`src/rtl/lut_input_packer_if.sv`:
```
// Handshake bundle for lut_input_packer: raw samples in, packed 2-bit code vectors out.
interface lut_input_packer_if #(
  parameter int NUM_FEAT = 8,
  parameter int IN_W     = 8
);
  logic                  s_valid;
  logic                  s_ready;
  logic [IN_W-1:0]       s_data;
  logic                  s_last;
  logic                  m_valid;
  logic                  m_ready;
  logic [2*NUM_FEAT-1:0] m_data;

  modport master (
    output s_valid, s_data, s_last, m_ready,
    input  s_ready, m_valid, m_data
  );

  modport slave (
    input  s_valid, s_data, s_last, m_ready,
    output s_ready, m_valid, m_data
  );
endinterface

```
`src/rtl/lut_input_packer.sv`:
```
// Quantizes raw feature samples to 2-bit codes and packs NUM_FEAT of them per output vector.
// Optional frame checking of s_last against the slot index: define PACKER_LAST_CHECK_EN.
module lut_input_packer #(
  parameter int NUM_FEAT = 8,
  parameter int IN_W     = 8,
  parameter int TH0      = 64,
  parameter int TH1      = 128,
  parameter int TH2      = 192
) (
  input  logic              clk,
  input  logic              rst_n,
  lut_input_packer_if.slave bus,
  output logic              err
);
  localparam int VEC_W = 2 * NUM_FEAT;
  localparam int IDX_W = (NUM_FEAT > 1) ? $clog2(NUM_FEAT) : 1;
  localparam logic [IDX_W-1:0] LAST_IDX = IDX_W'(NUM_FEAT - 1);
  localparam logic [IN_W-1:0]  TH0_Q    = IN_W'(TH0);
  localparam logic [IN_W-1:0]  TH1_Q    = IN_W'(TH1);
  localparam logic [IN_W-1:0]  TH2_Q    = IN_W'(TH2);

`ifdef PACKER_LAST_CHECK_EN
  localparam bit LAST_CHECK = 1'b1;
`else
  localparam bit LAST_CHECK = 1'b0;
`endif

  typedef enum logic {COLLECT, EMIT} state_t;

  // Code is the number of thresholds the sample reaches; ordered thresholds keep it in 0..3.
  function automatic logic [1:0] quantize(input logic [IN_W-1:0] x);
    logic [1:0] c;
    c = {1'b0, (x >= TH0_Q)} + {1'b0, (x >= TH1_Q)} + {1'b0, (x >= TH2_Q)};
    return c;
  endfunction

  state_t           state;
  logic [IDX_W-1:0] idx;
  logic [VEC_W-1:0] slots;
  logic             s_ready_r;
  logic             m_valid_r;
  logic [VEC_W-1:0] m_data_r;
  logic             err_r;

  logic [1:0]       code_p0;
  logic [VEC_W-1:0] packed_p0;

  // Stage 0: current sample's code merged into the partial vector at slot idx
  assign code_p0 = quantize(bus.s_data);

  always_comb begin
    packed_p0                     = slots;
    packed_p0[{idx, 1'b0} +: 2]   = code_p0;
  end

  // Stage 1: registered FSM, slot storage and all outputs
  always_ff @(posedge clk or negedge rst_n) begin
    if (!rst_n) begin
      state     <= COLLECT;
      idx       <= '0;
      slots     <= '0;
      s_ready_r <= 1'b1;
      m_valid_r <= 1'b0;
      m_data_r  <= '0;
      err_r     <= 1'b0;
    end else begin
      err_r <= 1'b0;
      case (state)
        COLLECT: begin
          if (bus.s_valid) begin
            if (idx == LAST_IDX) begin
              state     <= EMIT;
              s_ready_r <= 1'b0;
              m_valid_r <= 1'b1;
              m_data_r  <= packed_p0;
              idx       <= '0;
              slots     <= '0;
              err_r     <= LAST_CHECK && !bus.s_last;
            end else if (LAST_CHECK && bus.s_last) begin
              // Short frame: drop what was collected and start over.
              idx   <= '0;
              slots <= '0;
              err_r <= 1'b1;
            end else begin
              slots <= packed_p0;
              idx   <= idx + 1'b1;
            end
          end
        end
        EMIT: begin
          if (bus.m_ready) begin
            state     <= COLLECT;
            s_ready_r <= 1'b1;
            m_valid_r <= 1'b0;
            m_data_r  <= '0;
          end
        end
        default: state <= COLLECT;
      endcase
    end
  end

  assign bus.s_ready = s_ready_r;
  assign bus.m_valid = m_valid_r;
  assign bus.m_data  = m_data_r;
  assign err         = err_r;

endmodule

```
`src/flat_wrapper.sv`:
```
// flat-port wrapper written by rule: the top's interface ports become plain ports
module lut_input_packer_flat 
#(
  parameter int NUM_FEAT = 8,
  parameter int IN_W     = 8,
  parameter int TH0      = 64,
  parameter int TH1      = 128,
  parameter int TH2      = 192
)
  (clk, rst_n, err, bus_s_valid, bus_s_data, bus_s_last, bus_m_ready, bus_s_ready, bus_m_valid, bus_m_data);
  lut_input_packer_if #(.NUM_FEAT(NUM_FEAT), .IN_W(IN_W)) bus_i ();
  input  logic clk;
  input  logic rst_n;
  output logic err;
  input wire logic [$bits(bus_i.s_valid)-1:0] bus_s_valid;
  input wire logic [$bits(bus_i.s_data)-1:0] bus_s_data;
  input wire logic [$bits(bus_i.s_last)-1:0] bus_s_last;
  input wire logic [$bits(bus_i.m_ready)-1:0] bus_m_ready;
  output wire logic [$bits(bus_i.s_ready)-1:0] bus_s_ready;
  output wire logic [$bits(bus_i.m_valid)-1:0] bus_m_valid;
  output wire logic [$bits(bus_i.m_data)-1:0] bus_m_data;
  assign bus_i.s_valid = bus_s_valid;
  assign bus_i.s_data = bus_s_data;
  assign bus_i.s_last = bus_s_last;
  assign bus_i.m_ready = bus_m_ready;
  assign bus_s_ready = bus_i.s_ready;
  assign bus_m_valid = bus_i.m_valid;
  assign bus_m_data = bus_i.m_data;
  lut_input_packer #(.NUM_FEAT(NUM_FEAT), .IN_W(IN_W), .TH0(TH0), .TH1(TH1), .TH2(TH2)) u_core (.clk(clk), .rst_n(rst_n), .bus(bus_i), .err(err));
endmodule
```
`config.mk`:
```
export PLATFORM = sky130hd
export DESIGN_NAME = lut_input_packer_flat
export DESIGN_NICKNAME = d
export VERILOG_FILES = /design/src/rtl/lut_input_packer_if.sv /design/src/rtl/lut_input_packer.sv /design/src/flat_wrapper.sv
export SDC_FILE = /design/constraint.sdc
export NUM_CORES = 1
export LEC_CHECK = 0
export BUFFER_PORTS_ARGS = -buffer_cell sky130_fd_sc_hd__buf_2
export CAP_MARGIN = 0
export CORE_UTILIZATION = 45
export DETAILED_ROUTE_END_ITERATION = 12
export PLACE_DENSITY = 0.68
export SYNTH_ARGS = -nofsm -noshare
export SYNTH_HDL_FRONTEND = slang
export SYNTH_SLANG_ARGS = --single-unit
```
`constraint.sdc`:
```
create_clock -name clk -period 2.5 [get_ports clk]
set_input_delay 0.5 -clock clk [delete_from_list [all_inputs] [get_ports clk]]
set_output_delay 0.5 -clock clk [all_outputs]
set_load 0.02 [all_outputs]
```
Word-level counts from Yosys, hierarchy flattened --
Cells that the tools add are included. W data, S select, Z words.
Cells by class: bitwise logic cells 1, $lt $le $gt $ge 3, $add $sub $neg 4, equality and inequality tests 4, reductions and logical operators 2, muxes and demuxes 19, shift operators 2
Operators by type and width (count):
- $mux W16 | 4
- $pmux W16 S2 | 1
- $bwmux W16 | 1
- $ge A8 B8 Y1 const B | 2
- $shift A2 B6 Y16 const A | 1
- $shiftx A2 B6 Y16 | 1
- $mux W1 | 9
- $ge A8 B7 Y1 const B | 1
- $neg A4 Y6 | 1
- $pmux W1 S2 | 3
- $ne A2 B2 Y1 const B | 2
- $add A3 B1 Y3 const B | 1
- $eq A3 B3 Y1 const B | 1
- $mux W3 | 1
- $reduce_and A3 Y1 | 1
- $add A1 B1 Y2 | 1
- $add A2 B1 Y2 | 1
- $ne A2 B1 Y1 const B | 1
- $reduce_and A2 Y1 | 1
- $not A1 Y1 | 1
Word-level totals: logic and storage cells 41, flip-flop bits (word level) 38

Logic depth before layout (Yosys ltp) --
Gate-level depths: netlist of run 1.
word-level depth 8, gate-level depth with buffers 9

Least setup slack after synthesis of run 1 --
Ideal clock, no wire load.
path kind register to register, start register u_core.idx[0], end register u_core.slots[12], data required time 2.378 ns, buffers on the path 2, setup time 0.122 ns, stages on the path, launching flop included 9, setup slack 0.346 ns, arrival time 2.032 ns, cell sequence dfrtp_1 > buf_6 > inv_1 > ha_1 > ha_1 > clkbuf_1 > nor3b_1 > o21ai_0 > o2bb2ai_1
On the way: cells in the longest elaborated chain, start to end 4, elaborated cells between the ends (all ways) 6
Ends and longest elaborated chain:
- from (decl) | line lut_input_packer.sv:38 | logic [IDX_W-1:0] idx;
- from (signal assigned) | line lut_input_packer.sv:86 | idx <= idx + 1'b1;
- $neg A4 Y6 | line lut_input_packer.sv:53 | packed_p0[{idx, 1'b0} +: 2] = code_p0;
- $shiftx A2 B6 Y16 or $shift A2 B6 Y16 (tied branches) | line lut_input_packer.sv:53
- $bwmux W16 | line lut_input_packer.sv:53
- $mux W16 (*) | line lut_input_packer.sv:71 | if (idx == LAST_IDX) begin
- to (signal assigned) | line lut_input_packer.sv:85 | slots <= packed_p0;
- to (decl) | line lut_input_packer.sv:39 | logic [VEC_W-1:0] slots;
Every way passes the cells marked *; elsewhere a longest branch is shown, timed or not. A chain may end at the register's enable or synchronous reset.

Worst setup path in the final report of run 1 --
start register u_core.idx[1], end register u_core.slots[9]
The elaborated chain is that of the path after synthesis.

==> out/results.txt, run 1 <==
WP depth -> 6
routed vias -> 1,517
DRT Pass-1 Iters -> 5
max-slew violations -> 0
Detailed Route WL -> 4160 um
Post-CTS Resized -> 0
f_max -> 456 MHz
Clk Latency, worst-skew pair -> 290 ps
fin crit period -> 2190 ps
Max FO, Critical Path -> 11
Slowest-stage cell, CP -> ha_1
Hold Crit Class -> primary input to async pin
unrepaired setup endpoints after global routing -> no
vias in the first global route -> 1,516
CP peak stage delay -> 510 ps
R2R Path End -> u_core.slots[9]$_DFFE_PN0P_
Critical Path AT -> 2370 ps
worst r2r src -> u_core.idx[1]$_DFFE_PN0P_
CP delay by family, top -> compound AO/OA/AOI/OAI gates
mean routed wirelength per cell -> 16.0 um
Die Y-Extent -> 67.1 um
Worst IR Drop VDD -> 0.000561 V
Area Growth Syn to Fin -> 16.9%
CP dominant cell by count -> ha_1
row cnt -> 23
skew final -> 6.78 ps
GRT Residual Overflow -> 0
crit path buf inv count -> 1
setup TNS -> 0 ps
crit end category -> register
Core ar. -> 4030 um2
Yosys warnings -> 0
slew margin rel. -> 44.8%
Mean Syn Cell Area -> 10.5 um2
Num Clock Sinks -> 38
Worst Setup SP -> u_core.idx[1]$_DFFE_PN0P_
final hold viol count -> 0
PD cells -> 1250 nW/um2
# DRC -> 0
Multi-input gate area -> 873 um2
synthesized cell area -> 1910 um2
Die ar. -> 4500 um2
reg2reg setup slack -> 310 ps
vias per cell -> 5.83
Post-synth EDFFs -> 0
Syn Nets -> 202
Critical Path End -> u_core.slots[9]$_DFFE_PN0P_
Initial Util -> 47.3%
Setup Crit Path Kind -> register to register
FF-to-FF path depth -> 6
Final setup viols -> 0
startpoint type of the worst setup path -> register
Seq/Total Area, Yosys -> 50.0%
clock-pin slew on the worst setup and hold paths -> 70 ps
layout cells sized above 1 -> 23.3%
nets -> 229
# diodes -> 0
Leak -> 1.03 nW
count of state elements after synthesis -> 38
async set-reset flop share out of synthesis -> 100%
Hold-fix buffers, CTS -> 0
global-route usage over all layers -> 21.7%
H-tree Lvls -> 2
post-synth cell types -> 36
cts bufs inserted -> 5
Final HPWL DP -> 3080 um
first-pass GRT wire length -> 6960 um
Root Buffer -> clkbuf_8
status -> complete, no violations
largest net degree at the start of global routing -> 39
period utilization -> 87.7%
number of standard cells after synthesis -> 182
required time of the worst setup path -> 2680 ps
number of post-CTS setup repair buffers -> 0
critical path cell sequence -> inv_1, ha_1, ha_1, o2111a_1, o21ai_0, a32o_1
Reg area -> 952 um2
DRT antenna net count -> 0
initial antenna violation count -> 0
# Max-Cap Violations -> 0
Slew @ Worst Pin -> 829 ps
Final Wtd Congestion -> 0.865
dominant synthesized flop cell -> dfrtp_1
CTS max path bufs -> 2
DP Worst Slack -> 345 ps
Worst Setup Slack, final -> 306 ps
Detailed Route Iter0 Violations -> 117
Fillers -> 365
Buffers on Ports -> 23
die width -> 67.1 um
Boundary Pins -> 32
CTS tree -> built
==> area by class of cell <==
cell class / count / area share [%]
sequential: 38 / 42.7
multi-input combinational: 128 / 39.2
timing repair buffer: 32 / 8.20
clock buffer: 6 / 3.71
tap: 50 / 2.81
clock inverter: 2 / 2.70
inverter: 4 / 0.674
==> flip-flops by register name, indices dropped and copies added (netlist names) <==
signal	count
u_core.bus.m_data	16
u_core.bus.m_valid	1
u_core.bus.s_ready	1
u_core.idx	3
u_core.slots	16
u_core.state	1
==> worst register-to-register path, stage by stage, from the launching register on <==
cell and delay, ps:
dfrtp_1 470, inv_1 110, ha_1 220, ha_1 510
o2111a_1 370, o21ai_0 140, a32o_1 270
==> how the worst min path moves through the flow <==
| stage | cells past startpoint | slack (ps) | end |
|---|---|---|---|
| 2_1_floorplan | 0 | 200 | u_core.bus.m_data[0]$_DFFE_PN0P_ |
| 3_3_place_gp | 2 | 450 | u_core.bus.s_ready$_DFFE_PN1P_ |
| 3_5_place_dp | 2 | 450 | u_core.bus.s_ready$_DFFE_PN1P_ |
| 4_1_cts | 1 | 340 | u_core.bus.m_data[0]$_DFFE_PN0P_ |
| 5_1_grt | 1 | 360 | u_core.bus.m_data[1]$_DFFE_PN0P_ |
| 6_report | 1 | 300 | u_core.bus.m_data[0]$_DFFE_PN0P_ |
==> per-stage QoR <==
stage / area [um2] / cells / hold WS (ps) / utilization (%) / power (mW)
4_1_cts: 2230 / 260 / 343 / 55.3 / 2.79
5_1_grt: 2230 / 260 / 360 / 55.3 / 2.96
3_5_place_dp: 2090 / 252 / 454 / 51.8 / 2.14
2_1_floorplan: 1910 / 182 / 204 / - / 1.81
3_3_place_gp: 2090 / 252 / 447 / 51.8 / 2.07
6_report: 2230 / 260 / 302 / 55.3 / 2.78
==> report_power, final <==
part           switching (mW)  internal [mW]  leakage [nW]
registers               0.127          0.829         0.514
logic                   0.722          0.457         0.447
clock network           0.215          0.426        0.0714
==> cells by family (layout without fill, tap and decap cells) <==
kind of cell    after synthesis  after routing  synth area share [%]
other cells                   1              1                 0.197
compound gates               48             48                  17.9
flops                        38             38                  50.0
buf+inv                      16             44                  4.20
mux                           8              8                  4.20
simple gates                 64             64                  18.9
fa+ha+maj                     7              7                  4.60
==> routing by layer <==
metal	global-route usage (%)	vias up	share of wire (%)	wire, um
li1	-	723	-	-
met1	25.4	752	43	1800
met2	37.0	34	51	2120
met3	6.16	8	4.1	171
met4	8.51	0	1.7	71
met5	0	-	0	0
==> placed cells by master (no fill, tap or decap), types with 2 or more instances in the layout <==
cell type   n
a22o_1      2
a22oi_1     4
a32o_1      9
and3_1      2
and3_2      4
buf_2      23
buf_4       9
bufinv_16   2
clkbuf_8    6
dfrtp_1    37
ha_1        7
inv_1       4
mux2i_1     8
nand2_1    26
nand3_1     7
nand3b_1    5
nand4_1     2
nor2_1      2
nor2b_1     3
nor3_1      4
nor3b_1     3
o211ai_1    4
o21ai_0    18
o21ai_1     3
o2bb2ai_1   5
==> cell usage after synthesis (2+ instances only) <==
| cell type | number | area, um2 |
|---|---|---|
| nand4_1 | 2 | 12.5 |
| inv_1 | 4 | 15.0 |
| mux2i_1 | 8 | 80.1 |
| nor3_1 | 4 | 20.0 |
| ha_1 | 7 | 87.6 |
| o211ai_1 | 4 | 30.0 |
| dfrtp_1 | 37 | 926 |
| a22oi_1 | 4 | 30.0 |
| nor2_1 | 2 | 7.51 |
| o21ai_0 | 18 | 90.1 |
| buf_6 | 2 | 22.5 |
| o2bb2ai_1 | 5 | 43.8 |
| clkbuf_1 | 8 | 30.0 |
| nand3_1 | 7 | 35.0 |
| and3_2 | 4 | 30.0 |
| nand3b_1 | 5 | 37.5 |
| o21ai_1 | 3 | 15.0 |
| a32o_1 | 9 | 90.1 |
| nor3b_1 | 3 | 22.5 |
| and3_1 | 2 | 12.5 |
| a22o_1 | 2 | 17.5 |
| nor2b_1 | 3 | 18.8 |
| nand2_1 | 26 | 97.6 |
Note: power is estimated with default switching activity, not from simulation.
==> run 2: changes to the inputs <==
==> constraint.sdc (replaced) <==
create_clock -name clk -period 2.05 [get_ports clk]
set_input_delay 0.41 -clock clk [delete_from_list [all_inputs] [get_ports clk]]
set_output_delay 0.41 -clock clk [all_outputs]
set_load 0.02 [all_outputs]
==> out/results.txt, run 2 (same netlist as run 1, synthesis figures left out) <==
commonest cells after routing, fill and taps aside -> dfrtp_1 (37), nand2_1 (26), buf_2 (23), o21ai_0 (18), buf_4 (18)
cts bufs inserted -> 5 (unchanged)
required time of the worst setup path -> 2230 ps (-450 ps)
Max FO, Critical Path -> 10 (-1)
die width -> 67.1 um (unchanged)
routed vias -> 1,545 (+1.8%)
Detailed Route WL -> 4500 um (+8.2%)
mean routed wirelength per cell -> 16.7 um (+4.6%)
unrepaired setup endpoints after global routing -> no
final core utilization -> 56.4% (+1.1 points)
Pint -> 1.97 mW (+15%)
largest net degree at the start of global routing -> 39 (unchanged)
grt met1 use -> 28.7% (+3.4 points)
Boundary Pins -> 32 (unchanged)
Hold Crit Class -> primary input to async pin
setup TNS -> 0 ps (unchanged)
row cnt -> 23 (unchanged)
startpoint type of the worst setup path -> register
PD cells -> 1450 nW/um2 (+17%)
nets -> 238 (+3.9%)
CTS max path bufs -> 2 (unchanged)
commonest non-fill, non-tap cell in the layout -> dfrtp_1
f_max -> 523 MHz (+15%)
# Max-Cap Violations -> 0 (unchanged)
Initial Util -> 47.3% (unchanged)
placed cell area -> 2160 um2 (+3.7%)
CTS tree -> built
slew margin rel. -> 44.0% (-0.78 points)
FF-to-FF path depth -> 6 (unchanged)
R2R Path End -> u_core.slots[8]$_DFFE_PN0P_
Worst Setup Slack, final -> 138 ps (-168 ps)
crit end category -> register
hold slack -> 223 ps (-79.3 ps)
Die ar. -> 4500 um2 (unchanged)
Leak -> 1.05 nW (+2.1%)
clock share of power -> 15.8% (-7.3 points)
Worst IR Drop VDD -> 0.000535 V (-4.6%)
vias in the first global route -> 1,542 (+1.7%)
Final setup viols -> 0 (unchanged)
Final Wtd Congestion -> 0.864 (about the same)
Top Usage Layer GRT -> met2
part of the power in registers -> 35.3% (+0.9 points)
global-route usage over all layers -> 23.0% (+1.2 points)
skew final -> 5.68 ps (-1.10 ps)
GRT Residual Overflow -> 0 (unchanged)
initial antenna violation count -> 0 (unchanged)
# DRC -> 0 (unchanged)
Worst Setup SP -> u_core.idx[0]$_DFFE_PN0P_
status -> complete, no violations
H-tree Lvls -> 2 (unchanged)
period utilization -> 93.3% (+5.5 points)
Combinational Power Share -> 48.9% (+6.4 points)
DRT Pass-1 Iters -> 4 (-1)
Final Instance Area -> 2270 um2 (+2.0%)
reg2reg setup slack -> 140 ps (-170 ps)
final hold viol count -> 0 (unchanged)
Num Clock Sinks -> 38 (unchanged)
fin crit period -> 1910 ps (-282 ps)
DP Worst Slack -> 37.4 ps (-308 ps)
Root Buffer -> clkbuf_8
Detailed Route Iter0 Violations -> 60 (-49%)
Buffers on Ports -> 23 (unchanged)
sw power -> 1.33 mW (+25%)
Net Sw Frac -> 40.4% (+2.1 points)
Critical Path AT -> 2090 ps (-280 ps)
Die Y-Extent -> 67.1 um (unchanged)
first-pass GRT wire length -> 7430 um (+6.8%)
worst r2r src -> u_core.idx[0]$_DFFE_PN0P_
max-slew violations -> 0 (unchanged)
Clk Latency, worst-skew pair -> 290 ps (about the same)
Area Growth Syn to Fin -> 19.2%
grt met2 use -> 38.4% (+1.4 points)
Final HPWL DP -> 3280 um (+6.5%)
Setup Crit Path Kind -> register to register
# diodes -> 0 (unchanged)
Core ar. -> 4030 um2 (unchanged)
vias per cell -> 5.74 (-1.6%)
clock-pin slew on the worst setup and hold paths -> 70 ps (about the same)
DRT antenna net count -> 0 (unchanged)
GRT met3 Usage -> 4.11% (-2.1 points)
Slew @ Worst Pin -> 840 ps (+11.7 ps)
layout cells sized above 1 -> 28.3% (+5.0 points)
Hold-fix buffers, CTS -> 0 (unchanged)
[run 2: cell count changes in the layout (fill, tap and decap cells not counted)]
cell,change
buf_4,+9
ha_1,-3
bufinv_16,-2
ha_2,+2
nor3b_1,-2
nor3b_2,+2
clkbuf_1,+1
clkinv_2,+1
ha_4,+1
[run 2: critical path, stage by stage (launching register included)]
cell and delay, ps:
dfrtp_1 350, inv_1 70, ha_1 230, ha_2 450, o2111a_1 340, o21ai_0 140
a32o_1 230
[run 2: final cells by class]
class	instances	area (um2)
fill	352	1760
sequential	38	952
multi-input combinational	128	901
timing repair buffer	41	250
clock buffer	7	86.3
tap	50	62.6
inverter	4	15.0
clock inverter	1	5.00
[run 2: metrics by stage]
step	total power, mW	instances
detailed placement	2.74	261
CTS	3.28	269
global placement	2.67	261
global route	3.54	269
floorplan	2.23	182
finish	3.30	269
[run 2: worst max path at each step]
| stage | endpoint | slack, ps | cells past startpoint |
|---|---|---|---|
| after CTS | u_core.bus.m_data[3]$_DFFE_PN0P_ | 30 | 8 |
| final | u_core.slots[8]$_DFFE_PN0P_ | 140 | 6 |
| after floorplan | u_core.slots[2]$_DFFE_PN0P_ | 20 | 9 |
| after detailed placement | u_core.bus.m_data[3]$_DFFE_PN0P_ | 40 | 8 |
| after global routing | u_core.bus.m_data[9]$_DFFE_PN0P_ | 30 | 6 |
| after global placement | u_core.slots[9]$_DFFE_PN0P_ | 130 | 6 |
[run 2: metal layers]
layer | part of all wire, % | up-vias
li1 | - | 740
met1 | 44 | 769
met2 | 51 | 28
met3 | 3.1 | 8
met4 | 1.6 | 0
met5 | 0 | -
[run 2: timing repair]
item | 4_1_cts | 5_1_grt
setup endpoints to repair | 0 | 18
setup buffers | 0 | 0
resized for setup | 0 | 4
[run 2: power groups by stage]
stage | Combinational [mW] | Sequential [mW] | Clock [mW]
2_1_floorplan | 0.939 | 1.29 | 0
3_3_place_gp | 1.52 | 1.15 | 0
3_5_place_dp | 1.57 | 1.17 | 0
4_1_cts | 1.58 | 1.16 | 0.536
5_1_grt | 1.77 | 1.20 | 0.568
6_report | 1.61 | 1.16 | 0.522
